**config.mk**
```make
export PLATFORM = sky130hd
export DESIGN_NAME = modulo_counter_bank_flat
export DESIGN_NICKNAME = d
export VERILOG_FILES = /design/src/rtl/modulo_counter_bank_pkg.sv /design/src/rtl/modulo_counter_bank_if.sv /design/src/rtl/modulo_counter_bank_mod_n_counter.sv /design/src/rtl/modulo_counter_bank.sv /design/src/flat_wrapper.sv
export SDC_FILE = /design/constraint.sdc
export NUM_CORES = 1
export LEC_CHECK = 0
export CORE_UTILIZATION = 41
export CTS_CLUSTER_DIAMETER = 150
export DETAILED_ROUTE_END_ITERATION = 10
export GPL_ROUTABILITY_DRIVEN = 0
export GPL_TIMING_DRIVEN = 0
export PLACE_DENSITY = 0.71
export RECOVER_POWER = 100
export SYNTH_ARGS = -nofsm -noshare
export SYNTH_HDL_FRONTEND = slang
export SYNTH_HIERARCHICAL = 1
export SYNTH_SLANG_ARGS = --single-unit
```
**constraint.sdc**
```tcl
create_clock -name clk -period 1.7 [get_ports clk]
set_input_delay 0.17 -clock clk [delete_from_list [all_inputs] [get_ports clk]]
set_output_delay 0.17 -clock clk [all_outputs]
set_load 0.1 [all_outputs]
```
**src/rtl/modulo_counter_bank_pkg.sv**
```systemverilog
// Shared moduli and output widths for the modulo counter bank.
// Optional terminal-count outputs are enabled with MODCNT_TC_EN.
package modulo_counter_pkg;

  localparam int MOD3  = 3;
  localparam int MOD5  = 5;
  localparam int MOD7  = 7;
  localparam int MOD8  = 8;
  localparam int MOD16 = 16;

  localparam int W3  = 4;
  localparam int W5  = 5;
  localparam int W7  = 3;
  localparam int W8  = 3;
  localparam int W16 = 4;

endpackage

```
**src/rtl/modulo_counter_bank_if.sv**
```systemverilog
// Count bus of the modulo counter bank; the bank drives it through the master modport.
// Terminal-count lines exist only when MODCNT_TC_EN is defined.
interface modulo_counter_bank_if;
  import modulo_counter_pkg::*;

  logic [W3-1:0]  mod_3;
  logic [W5-1:0]  mod_5;
  logic [W7-1:0]  mod_7;
  logic [W8-1:0]  mod_8;
  logic [W16-1:0] mod_16;
`ifdef MODCNT_TC_EN
  logic           tc_3;
  logic           tc_5;
  logic           tc_7;
  logic           tc_8;
  logic           tc_16;
`endif

  modport master (
    output mod_3, mod_5, mod_7, mod_8, mod_16
`ifdef MODCNT_TC_EN
    , output tc_3, tc_5, tc_7, tc_8, tc_16
`endif
  );

  modport slave (
    input mod_3, mod_5, mod_7, mod_8, mod_16
`ifdef MODCNT_TC_EN
    , input tc_3, tc_5, tc_7, tc_8, tc_16
`endif
  );

endinterface

```
**src/rtl/modulo_counter_bank_mod_n_counter.sv**
```systemverilog
// Free-running mod-N counter with registered output of width W.
// The tc port (count == N-1, gated by rst) exists only when MODCNT_TC_EN is defined.
module mod_n_counter #(
  parameter int N = 3,
  parameter int W = 4
) (
  input  logic         clk,
  input  logic         rst,
`ifdef MODCNT_TC_EN
  output logic         tc,
`endif
  output logic [W-1:0] count
);

  localparam logic [W-1:0] LAST = W'(N - 1);

  logic [W-1:0] r_count;

  // Compare with >= so any out-of-range value from an upset falls back to 0.
  always_ff @(posedge clk) begin
    if (rst) begin
      r_count <= '0;
    end else if (r_count >= LAST) begin
      r_count <= '0;
    end else begin
      r_count <= r_count + W'(1);
    end
  end

  assign count = r_count;

`ifdef MODCNT_TC_EN
  assign tc = !rst && (r_count == LAST);
`endif

endmodule

```
**src/rtl/modulo_counter_bank.sv**
```systemverilog
// Bank of five free-running modulo counters (mod 3, 5, 7, 8, 16) sharing one clock and reset.
// Defining MODCNT_TC_EN adds a terminal-count pulse per counter.
module modulo_counter_bank
  import modulo_counter_pkg::*;
(
  input  logic                  clk,
  input  logic                  rst,
  modulo_counter_bank_if.master cnt_if
);

  mod_n_counter #(.N(MOD3), .W(W3)) u_mod3 (
    .clk   (clk),
    .rst   (rst),
`ifdef MODCNT_TC_EN
    .tc    (cnt_if.tc_3),
`endif
    .count (cnt_if.mod_3)
  );

  mod_n_counter #(.N(MOD5), .W(W5)) u_mod5 (
    .clk   (clk),
    .rst   (rst),
`ifdef MODCNT_TC_EN
    .tc    (cnt_if.tc_5),
`endif
    .count (cnt_if.mod_5)
  );

  mod_n_counter #(.N(MOD7), .W(W7)) u_mod7 (
    .clk   (clk),
    .rst   (rst),
`ifdef MODCNT_TC_EN
    .tc    (cnt_if.tc_7),
`endif
    .count (cnt_if.mod_7)
  );

  mod_n_counter #(.N(MOD8), .W(W8)) u_mod8 (
    .clk   (clk),
    .rst   (rst),
`ifdef MODCNT_TC_EN
    .tc    (cnt_if.tc_8),
`endif
    .count (cnt_if.mod_8)
  );

  mod_n_counter #(.N(MOD16), .W(W16)) u_mod16 (
    .clk   (clk),
    .rst   (rst),
`ifdef MODCNT_TC_EN
    .tc    (cnt_if.tc_16),
`endif
    .count (cnt_if.mod_16)
  );

endmodule

```
**src/flat_wrapper.sv**
```systemverilog
// flat-port wrapper written by rule: the top's interface ports become plain ports
module modulo_counter_bank_flat import modulo_counter_pkg::*;
  (clk, rst, cnt_if_mod_3, cnt_if_mod_5, cnt_if_mod_7, cnt_if_mod_8, cnt_if_mod_16);
  modulo_counter_bank_if cnt_if_i ();
  input  logic clk;
  input  logic rst;
  output wire logic [$bits(cnt_if_i.mod_3)-1:0] cnt_if_mod_3;
  output wire logic [$bits(cnt_if_i.mod_5)-1:0] cnt_if_mod_5;
  output wire logic [$bits(cnt_if_i.mod_7)-1:0] cnt_if_mod_7;
  output wire logic [$bits(cnt_if_i.mod_8)-1:0] cnt_if_mod_8;
  output wire logic [$bits(cnt_if_i.mod_16)-1:0] cnt_if_mod_16;
  assign cnt_if_mod_3 = cnt_if_i.mod_3;
  assign cnt_if_mod_5 = cnt_if_i.mod_5;
  assign cnt_if_mod_7 = cnt_if_i.mod_7;
  assign cnt_if_mod_8 = cnt_if_i.mod_8;
  assign cnt_if_mod_16 = cnt_if_i.mod_16;
  modulo_counter_bank u_core (.clk(clk), .rst(rst), .cnt_if(cnt_if_i));
endmodule
```
==> impl_metrics.toml, run 1 <==
[outcome]
status = "finished with violations"
violations = "design-rule violations"

[synth]
synthDominantAreaCellType = "dfxtp_1"
yosysWarnings = 6
synth-main-ff-cell = "dfxtp_1"
syn_area_um2 = 711
synth_edf_count = 0
yosys-top-cells-area = "dfxtp_1 (54%), ha_1 (16%), a311oi_1 (3.7%)"
synth_seq_area_share = 0.535
syn-instance-count = 62
async_flop_share = 0
postSynthAreaPerCell_um2 = 11.5
netlist_top_cells_count = "dfxtp_1 (19), ha_1 (9), inv_1 (5)"
synth.top_cell.area_share = 0.535
synthDistinctLibCells = 22
synth_seq_cells = 19
yosysMostFrequentCell = "dfxtp_1"

[setup_path]
worstRegToRegCells = 3
crit_required_ns = 1.53
setup.worst_path.start = "u_core/u_mod5/count[1]"
max_stage_delay_ns = 0.83
reg2reg_from = "u_core/u_mod7/count[0]"
critical_path_class = "reg2out"
critPathSlowestCell = "clkdlybuf4s15_1"
arrival_ns = 1.48
crit_fanout = 3
cp_num_buf_inv = 1
end_kind = "output port"
cp.depth = 1
startpoint_type = "flop"
rr_endpoint = "u_core/u_mod7/count[2]"
crit_chain = "clkdlybuf4s15_1"
r2r_slack_ns = 0.42
critPathTopFamily = "buffers and inverters"
endpoint = "cnt_if_mod_5[1]"

[power]
powerDensity_nw_per_um2 = 1090
irDropWorstVdd_mv = 0.542
p_leak_nw = 0.442

[timing]
finalCritPeriodShare = 0.970
fin_skew_ns = 0.00820
final.setup.worst_slack_ns = 0.0504
setup_viol = 0
rsz0062_at_grt = "false"
finalHoldViolations = 0
slew_headroom = 0.372
fmax_ghz = 0.606
slew_viol_final = 0
worst_pin_slew_ns = 0.945
whs_ns = 0.441
fin_crit_ns = 1.65

[global_route]
grt_pass1_vias = 456
grt_max_degree = 12
grt.total_usage = 0.138
overflow = 0
antenna_found_initial = 0
grt_pass1_wl_um = 1890

[place]
port_buffers = 20
numPlacedInstances = 99
placed_area_um2 = 938
dp_worst_setup_slack_ns = -0.0636
dp_hpwl_um = 849

[drt]
final_antenna_net_count = 0
vias = 523
drt_first_iter_violations = 14
totalWireLength_um = 1190
viasPerCell = 5.08
drt-pass1-iter-count = 7
wl_per_cell_um = 11.6
drc = 2

[clock_tree]
post_cts_buffers = 0
numCtsBuffers = 3
cts.clk_slew.worst_paths_ns = 0.11
cts-root-buf = "clkbuf_4"
clk_latency_ns = 0.29
cts_tree = "built"
clk_path_buf_depth = 2
cts.sinks = 19
htreeDepth = 1

[floorplanning]
coreArea_um2 = 1560
die_area_um2 = 1900
fp.dieW_um = 43.6
rows = 14
dieHeight_um = 43.6
start_util = 0.456
pin_count = 21

[finish]
diodes = 0
fin_cells = 103
post-route-cell-area_um2 = 920
synthToLayoutAreaGrowth_pct = 29.4
finalNetCount = 99
layout-drive-gt1-share = 0.276

[flow_run]
max-cap-violations = 0

[min_path]
hold_class = "reg2reg"
holdPathStages = 1
[layout make-up]
class	count	area (µm²)
repair buffers	20	164
inverters	5	18.8
multi-input cells	39	307
flip-flops and latches	19	383
clock buffers	3	22.5
clock inverters	1	5.00
well taps	16	20.0
fillers	129	639
[flip-flops by register name, summed over array words and instances (netlist names)]
signal / flops
u_core/u_mod8/count: 3
u_core/u_mod16/count: 4
u_core/u_mod3/count: 4
u_core/u_mod5/count: 5
u_core/u_mod7/count: 3
[worst min path at each step]
stage / to / from / slack (ns)
finish: u_core/u_mod7/count[0] / u_core/u_mod7/count[0] / 0.44
global route: u_core/u_mod7/count[0] / u_core/u_mod7/count[0] / 0.45
CTS: u_core/u_mod7/count[0] / u_core/u_mod7/count[0] / 0.44
detailed placement: u_core/u_mod7/count[0] / u_core/u_mod7/count[0] / 0.42
global placement: u_core/u_mod7/count[0] / u_core/u_mod7/count[0] / 0.42
floorplan: u_core/u_mod8/count[0] / rst / 0.23
[layer usage]
layer / up-vias / wire length [µm] / global-route usage / share of wire
li1: 265 / - / - / -
met1: 240 / 566 / 0.168 / 0.47
met5: - / 0 / 0 / 0
met2: 16 / 539 / 0.212 / 0.45
met4: 0 / 13 / 0.0563 / 0.011
met3: 2 / 74 / 0.0625 / 0.062
[through the flow]
step           total power, W  TNS (ns)  utilization
6_report             0.000998         0        0.590
5_1_grt               0.00104         0        0.590
4_1_cts               0.00101         0        0.619
2_1_floorplan        0.000740         0            -
3_5_place_dp         0.000809   -0.0941        0.602
3_3_place_gp         0.000804   -0.0597        0.602
[repair_timing]
item,in CTS,in global routing
cloned,0,0
gates resized for setup,37,17
hold buffers,0,0
endpoints found under the setup margin,19,12
[where the power goes]
group / internal (W) / total (W) / leakage (nW) / switching [W]
Sequential: 0.000473 / 0.000499 / 0.157 / 0.0000259
Clock: 0.0000874 / 0.000217 / 0.0177 / 0.000129
Combinational: 0.0000542 / 0.000283 / 0.267 / 0.000228
[logic make-up (layout without fill, tap and decap cells)]
family | after synthesis | count (layout) | share of synthesized area
DFF | 19 | 19 | 0.535
and+or+nand+nor | 18 | 18 | 0.173
adders and majority gates | 9 | 9 | 0.158
AOI/OAI and AO/OA | 8 | 8 | 0.0845
buffers and inverters | 5 | 29 | 0.0264
other | 2 | 3 | 0.0106
xor gates and xnor gates | 1 | 1 | 0.0123
[cells in the final DEF, fill, tap and decap left out, types with 2 or more instances in the layout]
cell,count
dfxtp_1,17
clkbuf_2,9
ha_1,9
clkdlybuf4s15_2,7
inv_1,5
and3_1,4
clkbuf_4,3
clkdlybuf4s15_1,3
a311oi_1,3
nor2_1,3
conb_1,3
and2_1,2
a211oi_1,2
dfxtp_2,2
(Power assumes the default switching activity.)
==> inputs of run 2 (changes only) <==
SLEW_MARGIN = 15   (was unset)
==> results of run 2 <==
Final layout, timing and power as in run 1 (identical DEF).
==> inputs of run 3 (changes only) <==
==> constraint.sdc (replaced) <==
create_clock -name clk -period 1.7 [get_ports clk]
set_input_delay 0.255 -clock clk [delete_from_list [all_inputs] [get_ports clk]]
set_output_delay 0.255 -clock clk [all_outputs]
set_load 0.1 [all_outputs]
==> run 3 against run 2 <==
  * The flow still finishes with violations (design-rule violations)
  * Power rose by 0.61%
  * Flip-flop and latch count did not move
  * Via count down 0.57%
  * Global-route usage stayed put
  * Register-to-register slack worse by 0.04 ns
==> impl_metrics.toml, run 3 (synthesized netlist as in run 1, its figures left out) <==
[clock_tree]
cts_tree = "built"
ctsHoldBuffers = 0
cts.sinks = 19
htreeDepth = 1
cts-root-buf = "clkbuf_4"
clk_path_buf_depth = 2
cts.clk_slew.worst_paths_ns = 0.11
numCtsBuffers = 3
clk_latency_ns = 0.29

[timing]
worst_pin_slew_ns = 0.553
fin_crit_ns = 1.59
fin_skew_ns = 0.00883
timing.setup.tns_ns = 0
fmax_ghz = 0.629
finalCritPeriodShare = 0.935
slew_viol_final = 0
final.setup.worst_slack_ns = 0.110
slew_headroom = 0.633
setup_viol = 0
rsz0062_at_grt = "false"
finalHoldViolations = 0

[global_route]
grt.total_usage = 0.138
grt_util_met1 = 0.168
grt_pass1_vias = 456
busiest_layer = "met2"
grt_pass1_wl_um = 1890
grt.met2_usage = 0.212
grt_use_met3 = 0.0625
grt_max_degree = 12
antenna_found_initial = 0
overflow = 0

[min_path]
hold_class = "reg2reg"

[finish]
post-route-cell-area_um2 = 977
fin_util = 0.627
diodes = 0
finalNetCount = 99
fin_cells = 103
layout-drive-gt1-share = 0.287
synthToLayoutAreaGrowth_pct = 37.5
largest_register_ffs = 5
nFillCells = 116
final_cell_mix = "clkdlybuf4s15_2 (19), dfxtp_1 (19), ha_1 (9)"

[setup_path]
crit_fanout = 6
end_kind = "output port"
arrival_ns = 1.34
critPathTopFamily = "buffers and inverters"
cp_num_buf_inv = 1
r2r_slack_ns = 0.38
critPathSlowestCell = "clkdlybuf4s15_2"
critical_path_class = "reg2out"
startpoint_type = "flop"
crit_chain = "clkdlybuf4s15_2"
crit_required_ns = 1.44
max_stage_delay_ns = 0.59

[power]
power_frac_comb = 0.289
intPower_w = 0.000621
swShare = 0.382
p_leak_nw = 0.437
irDropWorstVdd_mv = 0.540
powerDensity_nw_per_um2 = 1030
p_clk_frac = 0.216
seq_power_share = 0.496
p_sw_w = 0.000383

[outcome]
status = "finished with violations"
violations = "design-rule violations"

[floorplanning]
die_area_um2 = 1900
pin_count = 21
fp.dieW_um = 43.6
dieHeight_um = 43.6
rows = 14
start_util = 0.456
coreArea_um2 = 1560

[place]
placed_area_um2 = 938
numPlacedInstances = 99
dp_hpwl_um = 849
dp_worst_setup_slack_ns = -0.149
port_buffers = 20

[drt]
drc = 2
viasPerCell = 5.05
drt-pass1-iter-count = 7
vias = 520
wl_per_cell_um = 11.6
totalWireLength_um = 1190
drt_first_iter_violations = 15
final_antenna_net_count = 0

[flow_run]
max-cap-violations = 0
## run 3: metal layers
layer	vias to the layer above	part of all wire
met5	-	0
met2	16	0.45
met3	2	0.070
met1	237	0.47
li1	265	-
met4	0	0.011
## run 3: cell type report
cell class / instances / area (µm²) / share of cell area
Multi-Input combinational cell: 39 / 307 / 0.314
Timing Repair Buffer: 20 / 224 / 0.229
Clock inverter: 1 / 5.00 / 0.00512
Tap cell: 16 / 20.0 / 0.0205
Clock buffer: 3 / 22.5 / 0.0230
Sequential cell: 19 / 380 / 0.389
Inverter: 5 / 18.8 / 0.0192
## run 3: stage by stage
| stage | total power (W) | hold slack, ns |
|---|---|---|
| after floorplan | 0.000740 | 0.319 |
| after global placement | 0.000804 | 0.423 |
| after detailed placement | 0.000809 | 0.424 |
| after CTS | 0.00102 | 0.439 |
| after global routing | 0.00105 | 0.502 |
| final | 0.00100 | 0.490 |
## run 3: path summary, 6_finish.rpt
kind / from / to / cells after the start
setup / recovery: u_core/u_mod16/count[2] / cnt_if_mod_16[2] / 1
hold / removal: u_core/u_mod7/count[0] / u_core/u_mod7/count[0] / 1
setup reg to reg: u_core/u_mod7/count[0] / u_core/u_mod7/count[2] / 4
hold reg to reg: u_core/u_mod7/count[0] / u_core/u_mod7/count[0] / 1
## run 3: power by group through the flow
stage | Sequential [W] | Clock (W) | Combinational [W]
CTS | 0.000500 | 0.000227 | 0.000292
floorplan | 0.000697 | 0 | 0.0000427
global route | 0.000503 | 0.000246 | 0.000302
global placement | 0.000509 | 0 | 0.000295
finish | 0.000498 | 0.000217 | 0.000290
detailed placement | 0.000510 | 0 | 0.000299
## run 3: repair_timing
| item | CTS | global route |
|---|---|---|
| endpoints found under the setup margin | 19 | 0 |
| gates resized for setup | 57 | 0 |
| buffers inserted | 0 | 0 |
| hold endpoints to repair | 0 | 0 |
